==> src/rtl/stg4ma_pkg.sv <==
// Shared sizes, opcodes and the stage-4 output bundle for the diad memory-access stage.
package stg4ma_pkg;

  localparam int unsigned SIZE_ADDR   = 24;
  localparam int unsigned SIZE_DATA   = 24;
  localparam int unsigned SIZE_OPC    = 6;
  localparam int unsigned SIZE_TGT_GP = 4;
  localparam int unsigned SIZE_TGT_SR = 2;

  localparam logic [SIZE_OPC-1:0] OPC_NOP   = 6'h00;
  localparam logic [SIZE_OPC-1:0] OPC_A_ADD = 6'h01;
  localparam logic [SIZE_OPC-1:0] OPC_M_LD  = 6'h10;
  localparam logic [SIZE_OPC-1:0] OPC_M_ST  = 6'h11;

  typedef struct packed {
    logic [SIZE_ADDR-1:0]   pc;
    logic [SIZE_DATA-1:0]   instr;
    logic [SIZE_OPC-1:0]    opc;
    logic [SIZE_TGT_GP-1:0] tgt_gp;
    logic [SIZE_TGT_SR-1:0] tgt_sr;
    logic [SIZE_DATA-1:0]   result;
  } stage_t;

  function automatic logic is_mem_opc(input logic [SIZE_OPC-1:0] opc);
    return (opc == OPC_M_LD) || (opc == OPC_M_ST);
  endfunction

endpackage

==> src/rtl/stg4ma.sv <==
// Pipeline stage 4 (memory access): registers ALU results toward writeback and runs a
// req/ack data-memory transaction for LD/ST, stalling upstream until it completes or times out.
module stg4ma
  import stg4ma_pkg::*;
#(
  parameter int unsigned TIMEOUT_CYCLES = 15
) (
  input  logic                   iw_clk,
  input  logic                   iw_rst_n,
  input  logic [SIZE_ADDR-1:0]   iw_pc,
  input  logic [SIZE_DATA-1:0]   iw_instr,
  input  logic [SIZE_OPC-1:0]    iw_opc,
  input  logic [SIZE_TGT_GP-1:0] iw_tgt_gp,
  input  logic [SIZE_TGT_SR-1:0] iw_tgt_sr,
  input  logic [SIZE_DATA-1:0]   iw_result,
  input  logic [SIZE_DATA-1:0]   iw_src_data,
  output logic                   ow_stall,
  output logic                   ow_mem_req,
  output logic                   ow_mem_we,
  output logic [SIZE_ADDR-1:0]   ow_mem_addr,
  output logic [SIZE_DATA-1:0]   ow_mem_wdata,
  input  logic                   iw_mem_ack,
  input  logic [SIZE_DATA-1:0]   iw_mem_rdata,
  output logic [SIZE_ADDR-1:0]   ow_pc,
  output logic [SIZE_DATA-1:0]   ow_instr,
  output logic [SIZE_OPC-1:0]    ow_opc,
  output logic [SIZE_TGT_GP-1:0] ow_tgt_gp,
  output logic [SIZE_TGT_SR-1:0] ow_tgt_sr,
  output logic [SIZE_DATA-1:0]   ow_result,
  output logic                   ow_mem_err
);

  localparam int unsigned CntW = $clog2(TIMEOUT_CYCLES + 1);
  localparam logic [CntW-1:0] CntLast = CntW'(TIMEOUT_CYCLES - 1);

  typedef enum logic [0:0] {StIdle, StWait} state_t;

  state_t               state_q, state_d;
  logic [CntW-1:0]      cnt_q, cnt_d;
  logic                 req_q, req_d;
  logic                 we_q, we_d;
  logic                 err_q, err_d;
  logic [SIZE_ADDR-1:0] addr_q, addr_d;
  logic [SIZE_DATA-1:0] wdata_q, wdata_d;
  stage_t               out_q, out_d;
  stage_t               cur;

  always_comb begin
    cur = '{pc: iw_pc, instr: iw_instr, opc: iw_opc, tgt_gp: iw_tgt_gp,
            tgt_sr: iw_tgt_sr, result: iw_result};
    state_d  = state_q;
    cnt_d    = cnt_q;
    req_d    = req_q;
    we_d     = we_q;
    err_d    = err_q;
    addr_d   = addr_q;
    wdata_d  = wdata_q;
    out_d    = '0;  // bubble: OPC_NOP with every field zero
    ow_stall = 1'b0;

    unique case (state_q)
      StIdle: begin
        if (is_mem_opc(iw_opc)) begin
          ow_stall = 1'b1;
          addr_d   = iw_result[SIZE_ADDR-1:0];
          wdata_d  = iw_src_data;
          we_d     = (iw_opc == OPC_M_ST);
          req_d    = 1'b1;
          cnt_d    = '0;
          state_d  = StWait;
        end else begin
          out_d = cur;
        end
      end
      StWait: begin
        ow_stall = ~iw_mem_ack;
        // Ack takes priority over a timeout landing in the same cycle.
        if (iw_mem_ack) begin
          out_d = cur;
          if (!we_q) out_d.result = iw_mem_rdata;
          req_d   = 1'b0;
          state_d = StIdle;
        end else if (cnt_q == CntLast) begin
          out_d        = cur;
          out_d.result = '0;
          req_d        = 1'b0;
          err_d        = 1'b1;
          state_d      = StIdle;
        end else begin
          cnt_d = cnt_q + CntW'(1);
        end
      end
      default: state_d = StIdle;
    endcase
  end

  always_ff @(posedge iw_clk) begin
    if (!iw_rst_n) begin
      state_q <= StIdle;
      cnt_q   <= '0;
      req_q   <= 1'b0;
      we_q    <= 1'b0;
      err_q   <= 1'b0;
      addr_q  <= '0;
      wdata_q <= '0;
      out_q   <= '0;
    end else begin
      state_q <= state_d;
      cnt_q   <= cnt_d;
      req_q   <= req_d;
      we_q    <= we_d;
      err_q   <= err_d;
      addr_q  <= addr_d;
      wdata_q <= wdata_d;
      out_q   <= out_d;
    end
  end

  assign ow_mem_req   = req_q;
  assign ow_mem_we    = we_q;
  assign ow_mem_addr  = addr_q;
  assign ow_mem_wdata = wdata_q;
  assign ow_mem_err   = err_q;
  assign ow_pc        = out_q.pc;
  assign ow_instr     = out_q.instr;
  assign ow_opc       = out_q.opc;
  assign ow_tgt_gp    = out_q.tgt_gp;
  assign ow_tgt_sr    = out_q.tgt_sr;
  assign ow_result    = out_q.result;

endmodule

==> config.mk <==
export PLATFORM = sky130hd
export DESIGN_NAME = stg4ma
export DESIGN_NICKNAME = d
export VERILOG_FILES = /design/src/rtl/stg4ma_pkg.sv /design/src/rtl/stg4ma.sv
export SDC_FILE = /design/constraint.sdc
export NUM_CORES = 1
export LEC_CHECK = 0
export CAP_MARGIN = 20
export CORE_AREA = 5 5 113 115
export DETAILED_ROUTE_END_ITERATION = 10
export DIE_AREA = 0 0 118 120
export PLACE_DENSITY = 0.82
export REMOVE_ABC_BUFFERS = 1
export SYNTH_ARGS = -nofsm -noshare
export SYNTH_HDL_FRONTEND = slang
export SYNTH_SLANG_ARGS = --single-unit
export TNS_END_PERCENT = 20
==> constraint.sdc <==
create_clock -name iw_clk -period 3 [get_ports iw_clk]
set_clock_uncertainty 0.05 [all_clocks]
set_input_delay 0.45 -clock iw_clk [delete_from_list [all_inputs] [get_ports iw_clk]]
set_output_delay 0.45 -clock iw_clk [all_outputs]
set_load 0.05 [all_outputs]
---- After elaboration in Yosys (flattened, before gate mapping) ----
Cells that the tools add are included.
Widths: inputs -> output; s select.
word-level totals
  input port bits ......................... 135
  word-level logic and storage cells ...... 46
  bits in latches ......................... 0
  ROM bits ................................ 0
  register bits after elaboration ......... 140
  output and inout bits ................... 136
  memories ................................ 0
  bits in writable memories ............... 0
cells by class
  shift-type cells ........................ 0
  bitwise operators ....................... 2
  eq/ne operators ......................... 7
  magnitude comparators ................... 0
  div/mod/pow operators ................... 0
  multiply operators ...................... 0
  muxes and demuxes ....................... 18
  reductions and logical operators ........ 5
  $add $sub $neg .......................... 1
operator list
  cell                 count
  $mux 84              3
  $pmux 84 s2          1
  $mux 24              1
  $eq 6x5->1 const B   2
  $mux 4               3
  $pmux 4 s2           1
  $mux 1               6
  $ne 2x2->1 const B   3
  $pmux 1 s2           3
  $reduce_and 3->1     2
  $add 4x1->4 const B  1
  $eq 4x4->1 const B   1
  $reduce_and 2->1     2
  $ne 3x2->1 const B   1
  $not 1->1            2
  $logic_or 1x1->1     1

---- Depth between registers and ports, before layout ----
Gate-level depths: netlist of the first run.
  depth after elaboration ................. 4
  gate-level depth with buffers ........... 7
  mapped depth without buffers ............ 5

---- Worst setup path after synthesis of the first run ----
No wires, ideal clock.
  path kind ............................... input to output
  start ................................... input port iw_opc[1]
  end ..................................... output port ow_stall
  path buffers ............................ 2
  cell stages on the path ................. 4
  setup slack ............................. 0.126 ns
  required time ........................... 2.500 ns
  arrival time ............................ 2.374 ns
  cells stage by stage .................... or4_1 buf_2 clkbuf_1 o21ai_0
between the ends
  word-level cells in the longest chain between the ends .. 4
  elaborated cells on any way between the ends .. 5
  those cells by class .................... eq/ne (2); mux (2); reduce/logical (1)
ends and longest elaborated chain
  element             line              text
  start: declaration  stg4ma.sv:12      input logic [SIZE_OPC-1:0] iw_opc,
  $eq 6x5->1          stg4ma_pkg.sv:25  return (opc == OPC_M_LD) || (opc == OPC_M_ST);
  $logic_or 1x1->1 *  stg4ma_pkg.sv:25
  $mux 1 *            stg4ma.sv:63      if (is_mem_opc(iw_opc)) begin
  $pmux 1 s2 *        stg4ma.sv:61      unique case (state_q)
  end: declaration    stg4ma.sv:17      output logic ow_stall,
Mark *: on every way between the ends. The rest lies on a longest branch, timed or not.

---- Final worst setup path of the first run ----
Same ends and word-level chain as after synthesis.

==> impl_metrics.yaml, run 1 <==
outcome:
  status: "complete, no violations"
logic_synthesis:
  synth_top_area_share_pct: 59.9
  yosysWarnings: 0
  synthFlopType: "dfxtp_1"
  seq_area_frac_synth_pct: 59.9
  synthCells: 455
  synth_edf_count: 0
  async_flop_share_pct: 0
  yosysUniqueCellTypes: 32
  synth.largest_area_cell: "dfxtp_1"
  syn_area_mm2: 0.00468
  synth_area_leaders: "dfxtp_1 (60%), nor3b_1 (9.0%), a21oi_1 (5.7%)"
  ys_ff_latch: 140
  syn_avg_cell_area_um2: 10.3
grt:
  grt_max_degree: 57
  grt_pass1_vias: 4665
  track_usage_pct: 22.0
  grt_pass1_wl_um: 24600
  grt_overflow: 0
  antenna_found_initial: 0
placement:
  gp_congestion: 0.793
  place_hpwl_um: 11600
  port_buffers: 270
  place_area_mm2: 0.00747
critical_path:
  crit_arrival_ns: 2.17
  cp_slowest_stage_delay_ns: 0.70
  worstReg2RegEnd: "ow_instr[12]$_SDFF_PN0_"
  r2r_slack_ns: 0.84
  crit_path_start_kind: "primary input"
  worstPathCellList: "clkdlybuf4s50_1 > or4_2 > o21ai_0 > buf_12"
  worstPathRequired_ns: 2.50
  worstPathMaxFanout: 3
  worstSetupPathType: "in -> out"
  endpoint_kind: "primary output"
  crit_slowest_cell: "or4_2"
  ff2ff_path_depth: 5
  worstReg2RegStart: "state_q$_SDFF_PN0_"
final_layout:
  area_growth_pct: 72.4
  fin_util_pct: 68.9
  fin_nets: 847
  diodes: 0
  final_common_cell: "clkdlybuf4s50_1"
  final_cell_mix: "clkdlybuf4s50_1 (269), dfxtp_1 (140), nor3b_1 (56), a21oi_1 (53)"
  final_area_mm2: 0.00807
  drive_above_1_share_pct: 7.05
floorplanning:
  die_width_um: 118
  coreArea_mm2: 0.0117
  initial_utilization_pct: 40.0
  die_h_um: 120
  row_count: 40
  dieArea_mm2: 0.0142
  boundaryPins: 271
min_path:
  holdPathStages: 2
  hp-class: "reg -> reg"
  min_from: "ow_mem_err$_SDFFE_PN0P_"
  min_to: "ow_mem_err$_SDFFE_PN0P_"
cts:
  holdBufCountCts: 0
  clockBufferDepth: 2
  cts_buffers: 17
  ctsResizeCount: 0
  h-tree-depth: 4
  clk_latency_ns: 0.41
  path_clk_slew_ns: 0.06
  cts_sinks: 140
  cts_tree: "yes"
  postCtsSetupBuffers: 0
  cts_root_buf: "clkbuf_16"
sta:
  fmax_ghz: 0.374
  layout_min_cycle_time_ns: 2.67
  slew_headroom_pct: 35.4
  hold_viol_final: 0
  fin_crit_sh_pct: 89.0
  rsz0062_at_grt: "false"
  tightest_slew_ns: 0.968
  setup_viol: 0
  holdWs_ns: 0.421
  drv_slew: 0
detailed_routing:
  drtPass1Iterations: 4
  wl_per_cell_um: 18.4
  drt_iter0_markers: 384
  vias: 4564
  vias_per_cell: 5.25
  ant_nets: 0
  wl_um: 16000
  route.detailed.drc: 0
power_and_ir_drop:
  totalPowerFinal_uw: 4790
  leakage_uw: 0.00289
  ir_drop_mv: 0.437
  power_density_mw_per_mm2: 594
flow_run:
  maxCapViolations: 0
## area by class of cell
class | count | area [um2]
Tap cell | 147 | 184
Clock buffer | 20 | 447
Sequential cell | 140 | 2800
Clock inverter | 12 | 146
Fill cell | 867 | 3640
Multi-Input combinational cell | 267 | 1670
Timing Repair Buffer | 282 | 2820
Inverter | 2 | 7.51
## worst max-delay path by stage
stage                              end  startpoint  slack [ns]
6_report                      ow_stall   iw_opc[1]        0.33
5_1_grt                       ow_stall   iw_opc[1]        0.28
4_1_cts                       ow_stall   iw_opc[1]        0.33
3_5_place_dp    ow_instr[3]$_SDFF_PN0_   iw_opc[1]        0.33
3_3_place_gp                  ow_stall   iw_opc[1]        0.40
2_1_floorplan  ow_result[0]$_SDFF_PN0_   iw_opc[5]       -0.36
## logic make-up after synthesis
group,after synthesis,synth area share [%]
buffers and inverters,48,5.00
adder cells (fa/ha/maj),2,0.535
AO/OA/AOI/OAI,135,16.8
flip-flops,140,59.9
AND/OR/NAND/NOR,130,17.8
## cells in the mapped netlist, types with 2 or more instances
library cell and count:
buf_6 3, nor3b_1 56, buf_2 7, nand2b_1 2, nand2_1 5, ha_1 2, buf_8 2, nor2b_1 2
clkbuf_1 34, a21oi_1 53, o22ai_1 2, nand3_1 51, and3_1 5, o21ai_0 51, a22o_1 24, dfxtp_1 140
## worst max-delay path, delay by kind of cell
family	cells	cell delay, ns
and+or+nand+nor	1	0.70
buffers and inverters	2	0.68
AOI/OAI and AO/OA	1	0.34
## state kept, by name (all words and copies together), names as in the netlist
register and cells:
ow_mem_we 1, ow_pc 24, ow_instr 24, ow_mem_wdata 24, cnt_q 4, ow_mem_req 1
ow_opc 6, state_q 1, ow_mem_addr 24, ow_tgt_sr 2, ow_tgt_gp 4, ow_mem_err 1
ow_result 24
## per-layer routing
| layer | GRT usage (%) | routed length (um) | vias to the layer above |
|---|---|---|---|
| li1 | - | - | 2141 |
| met1 | 22.6 | 5840 | 2179 |
| met2 | 39.0 | 8290 | 223 |
| met3 | 10.3 | 1670 | 21 |
| met4 | 8.32 | 224 | 0 |
| met5 | 0 | 0 | - |
## through the flow
step	setup TNS, ns	worst slack [ns]	cells
after floorplan	-9.43	-0.358	409
after global placement	0	0.400	838
after detailed placement	0	0.330	838
after CTS	0	0.333	870
after global routing	0	0.283	870
final	0	0.329	870
## report_power, final
group	internal, uW	total (uW)	switching [uW]	leakage (uW)
logic	330	758	428	0.00145
registers	1930	1960	21.1	0.00115
clock network	1320	2080	758	0.000286
No activity file was read; power rests on OpenSTA's default activity.
==> inputs of run 2 (changes only) <==
Settings changed: SETUP_SLACK_MARGIN set to 0.3.
==> run 2 against run 1 <==
Against the previous run:
- core utilization is the same
- clock power is essentially flat
- clock-buffer cell count is the same
- highest routed layer unchanged
==> impl_metrics.yaml, run 2 (same netlist as run 1, synthesis figures left out) <==
min_path:
  hp-class: "reg -> reg"
  min_from: "ow_mem_err$_SDFFE_PN0P_"
final_layout:
  area_growth_pct: 72.4
  final_cell_mix: "clkdlybuf4s50_1 (269), dfxtp_1 (140), nor3b_1 (56), a21oi_1 (53), nand3_1 (51)"
  drive_above_1_share_pct: 7.05
  diodes: 0
  final_cells: 870
  fillCellCount: 867
  fin_nets: 847
  fin_util_pct: 68.9
  final_common_cell: "clkdlybuf4s50_1"
cts:
  cts_buffers: 17
  postCtsSetupBuffers: 0
  path_clk_slew_ns: 0.06
  clk_latency_ns: 0.41
  cts_sinks: 140
  cts_tree: "yes"
  clockBufferDepth: 2
  cts_root_buf: "clkbuf_16"
  h-tree-depth: 4
power_and_ir_drop:
  leakage_uw: 0.00289
  ir_drop_mv: 0.437
  power_density_mw_per_mm2: 594
sta:
  setup_viol: 0
  slew_headroom_pct: 35.4
  rsz0062_at_grt: "false"
  fin_tns_setup_ns: 0
  hold_viol_final: 0
  tightest_slew_ns: 0.968
  drv_slew: 0
  fmax_ghz: 0.389
  fin_crit_sh_pct: 85.6
  layout_min_cycle_time_ns: 2.57
critical_path:
  crit_arrival_ns: 2.07
  worstPathRequired_ns: 2.50
  crit_start: "iw_opc[1]"
  worstReg2RegStart: "state_q$_SDFF_PN0_"
  crit_slowest_cell: "or4_2"
  worstSetupPathType: "in -> out"
  crit_path_start_kind: "primary input"
  cp_slowest_stage_delay_ns: 0.70
  worstPathMaxFanout: 3
  worstPathCellList: "clkdlybuf4s50_1 > or4_2 > o21ai_1 > buf_12"
  endpoint_kind: "primary output"
grt:
  grt_pass1_wl_um: 24600
  grt_pass1_vias: 4665
  antenna_found_initial: 0
  grt_max_degree: 57
  track_usage_pct: 22.0
  grt_overflow: 0
detailed_routing:
  drtPass1Iterations: 4
  wl_um: 16000
  vias: 4564
  wl_per_cell_um: 18.4
  drt_iter0_markers: 384
  ant_nets: 0
  vias_per_cell: 5.25
  route.detailed.drc: 0
floorplanning:
  dieArea_mm2: 0.0142
  coreArea_mm2: 0.0117
  die_width_um: 118
  row_count: 40
  initial_utilization_pct: 40.0
  boundaryPins: 271
  die_h_um: 120
placement:
  port_buffers: 270
  gp_congestion: 0.793
  dpl.cell_count: 838
  place_hpwl_um: 11600
flow_run:
  maxCapViolations: 0
outcome:
  status: "complete, no violations"
-- run 2: final cells by class --
cell class              instances  area, um2  share of cell area, %
repair buffers                282       2820                   34.9
flip-flops and latches        140       2800                   34.7
multi-input cells             267       1670                   20.6
clock buffers                  20        447                   5.54
well taps                     147        184                   2.28
clock inverters                12        146                   1.81
inverters                       2       7.51                 0.0931
-- run 2: report_power, final --
part	internal, uW	switching (uW)
clock	1320	758
sequential	1930	21.1
combinational	330	428
total	3590	1210
-- run 2: worst max-delay path: cells and delay by family --
kind	cells	cell delay, ns
compound gates	1	0.25
buf+inv	2	0.66
simple gates	1	0.70
-- run 2: repair_timing --
action	CTS	global route
endpoints found under the hold margin	0	0
setup endpoints to repair	0	1
resized for setup	0	1
hold buffers	0	0
-- run 2: path summary, 6_finish.rpt --
kind / endpoint / slack (ns) / cells past startpoint
setup / recovery: ow_stall / 0.43 / 4
hold / removal: ow_mem_err$_SDFFE_PN0P_ / 0.42 / 2
setup reg to reg: ow_instr[12]$_SDFF_PN0_ / 0.84 / 5
hold reg to reg: ow_mem_err$_SDFFE_PN0P_ / 0.42 / 2
-- run 2: metal layers --
layer | part of all wire (%) | track usage (%) | up-vias | wire length (um)
li1 | - | - | 2141 | -
met1 | 36 | 22.6 | 2179 | 5840
met2 | 52 | 39.0 | 223 | 8290
met3 | 10 | 10.3 | 21 | 1670
met4 | 1.4 | 8.32 | 0 | 224
met5 | 0 | 0 | - | 0
-- run 2: stage by stage --
step / hold slack (ns) / instance area, um2 / total power (uW) / setup WS [ns]
2_1_floorplan: 0.411 / 4450 / 2370 / -0.358
3_3_place_gp: 0.407 / 7470 / 2740 / 0.400
3_5_place_dp: 0.411 / 7470 / 2750 / 0.330
4_1_cts: 0.423 / 8070 / 4840 / 0.333
5_1_grt: 0.442 / 8070 / 4970 / 0.395
6_report: 0.421 / 8070 / 4790 / 0.432
==> inputs of run 3 (changes only) <==
Clock period 3 ns to 3.18 ns, I/O delays scaled along.
==> run 3 against run 2 <==
Against the previous run:
- wire length decreased by 0.38%
- global-route usage decreased by 0.29 points
- sequential cell count unchanged
- combinational power decreased by 5.8%
- final cell count decreased by 0.23%
- sequential power decreased by 6%
- non-clock buffer count decreased by 2
- register-to-register slack improved by 0.21 ns
- clock-buffer cell count decreased by 1
- critical path depth unchanged
- worst setup slack improved by 0.061 ns
- core utilization increased by 0.28 points
- highest routed layer unchanged
==> impl_metrics.yaml, run 3 (same netlist as run 1, synthesis figures left out) <==
outcome:
  status: "complete, no violations"
power_and_ir_drop:
  power.switching_uw: 1170
  totalPowerFinal_uw: 4670
  p_int_uw: 3490
  swShare_pct: 25.2
  ir_drop_mv: 0.452
  power_density_mw_per_mm2: 576
  p_seq_share_pct: 39.5
  p_comb_share_pct: 15.3
  power.share.clock_pct: 45.2
  leakage_uw: 0.00290
detailed_routing:
  wl_per_cell_um: 18.4
  wl_um: 16000
  drtPass1Iterations: 4
  ant_nets: 0
  route.detailed.drc: 0
  drt_iter0_markers: 429
  vias_per_cell: 5.25
  vias: 4553
floorplanning:
  coreArea_mm2: 0.0117
  boundaryPins: 271
  dieArea_mm2: 0.0142
  die_width_um: 118
  die_h_um: 120
  row_count: 40
  initial_utilization_pct: 40.0
sta:
  slew_headroom_pct: 32.2
  hold_viol_final: 0
  tightest_slew_ns: 1.02
  setup_viol: 0
  rsz0062_at_grt: "false"
  fin_crit_sh_pct: 84.5
  drv_slew: 0
  fmax_ghz: 0.372
  layout_min_cycle_time_ns: 2.69
final_layout:
  ff_latch_area_mm2: 0.00280
  fin_util_pct: 69.2
  fin_nets: 845
  final_cells: 868
  fillCellCount: 848
  final_cell_mix: "clkdlybuf4s50_1 (269), dfxtp_1 (140), nor3b_1 (56), a21oi_1 (53)"
  multi_input_area_mm2: 0.00167
  area_growth_pct: 73.1
  diodes: 0
  final_common_cell: "clkdlybuf4s50_1"
  drive_above_1_share_pct: 7.07
grt:
  track_usage_pct: 21.7
  grt_pass1_wl_um: 24500
  grt_overflow: 0
  grt_pass1_vias: 4486
  grt_max_degree: 57
  antenna_found_initial: 0
critical_path:
  worstSetupPathType: "in -> out"
  worstReg2RegStart: "state_q$_SDFF_PN0_"
  crit_path_start_kind: "primary input"
  ff2ff_path_depth: 5
  endpoint: "ow_stall"
  endpoint_kind: "primary output"
  crit_start: "iw_opc[1]"
  cp_slowest_stage_delay_ns: 0.69
  path_buf_inv: 2
  crit_arrival_ns: 2.16
  crit_slowest_cell: "or4_2"
  worstPathRequired_ns: 2.65
  worstReg2RegEnd: "ow_instr[19]$_SDFF_PN0_"
  worstPathCellList: "clkdlybuf4s50_1 > or4_2 > o21ai_0 > buf_12"
  r2r_slack_ns: 1.05
  cp.depth: 4
  cp_top_family: "simple AND/OR/NAND/NOR gates"
  worstPathMaxFanout: 3
cts:
  postCtsSetupBuffers: 0
  h-tree-depth: 4
  cts_buffers: 17
  clockBufferDepth: 2
  path_clk_slew_ns: 0.05
  holdBufCountCts: 0
  cts_sinks: 140
  ctsResizeCount: 0
  cts_root_buf: "clkbuf_16"
  clk_latency_ns: 0.41
  cts_tree: "yes"
placement:
  gp_congestion: 0.780
  dpl.cell_count: 836
  place_hpwl_um: 11400
  port_buffers: 270
flow_run:
  maxCapViolations: 0
min_path:
  hp-class: "reg -> reg"
==> run 3: changes by cell type in the layout (fill, tap and decap cells not counted) <==
cell | previous run | this run
clkbuf_8 | 1 | 2
clkinv_2 | 5 | 2
clkbuf_1 | 2 | 0
o21ai_0 | 50 | 51
o21ai_1 | 1 | 0
inv_6 | 0 | 3
buf_4 | 11 | 9
bufinv_16 | 3 | 4
==> run 3: power by group through the flow <==
stage	registers [uW]	clock network, uW	logic (uW)
4_1_cts	1840	2150	719
3_3_place_gp	1880	0	706
5_1_grt	1850	2230	744
3_5_place_dp	1880	0	714
2_1_floorplan	2130	0	104
6_report	1840	2110	714
==> run 3: how the worst min path moves through the flow <==
stage | start | end | depth (start not counted)
finish | ow_mem_wdata[23]$_SDFFE_PN0P_ | ow_mem_wdata[23]$_SDFFE_PN0P_ | 2
global route | ow_mem_addr[8]$_SDFFE_PN0P_ | ow_mem_addr[8]$_SDFFE_PN0P_ | 2
CTS | ow_mem_addr[8]$_SDFFE_PN0P_ | ow_mem_addr[8]$_SDFFE_PN0P_ | 2
detailed placement | ow_mem_err$_SDFFE_PN0P_ | ow_mem_err$_SDFFE_PN0P_ | 2
global placement | ow_mem_err$_SDFFE_PN0P_ | ow_mem_err$_SDFFE_PN0P_ | 2
floorplan | cnt_q[3]$_SDFFE_PN0P_ | cnt_q[3]$_SDFFE_PN0P_ | 2
==> run 3: worst reg2reg max path, cell delays in order, from the launching register on <==
cell	delay, ns
dfxtp_1	0.38
or4_2	0.71
buf_4	0.31
nor2_4	0.16
buf_12	0.25
nor3b_1	0.12
==> run 3: metal layers <==
metal | wire [um] | vias up | global-route usage (%)
li1 | - | 2136 | -
met1 | 5910 | 2174 | 22.8
met2 | 8150 | 229 | 38.0
met3 | 1690 | 14 | 10.7
met4 | 227 | 0 | 7.31
met5 | 0 | - | 0
==> run 3: stage by stage <==
stage | setup slack (ns) | setup TNS [ns] | cell area [um2] | hold WS (ns)
CTS | 0.494 | 0 | 8100 | 0.425
detailed placement | 0.479 | 0 | 7460 | 0.416
global placement | 0.523 | 0 | 7460 | 0.404
finish | 0.493 | 0 | 8100 | 0.424
floorplan | -0.205 | -4.94 | 4450 | 0.411
global route | 0.451 | 0 | 8100 | 0.443
==> run 3: final cells by class <==
cell class                      instances  area share [%]
Sequential cell                       140            34.6
Timing Repair Buffer                  280            34.6
Multi-Input combinational cell        267            20.6
Clock buffer                           19            5.59
Clock inverter                         13            2.32
Tap cell                              147            2.27
Inverter                                2          0.0927
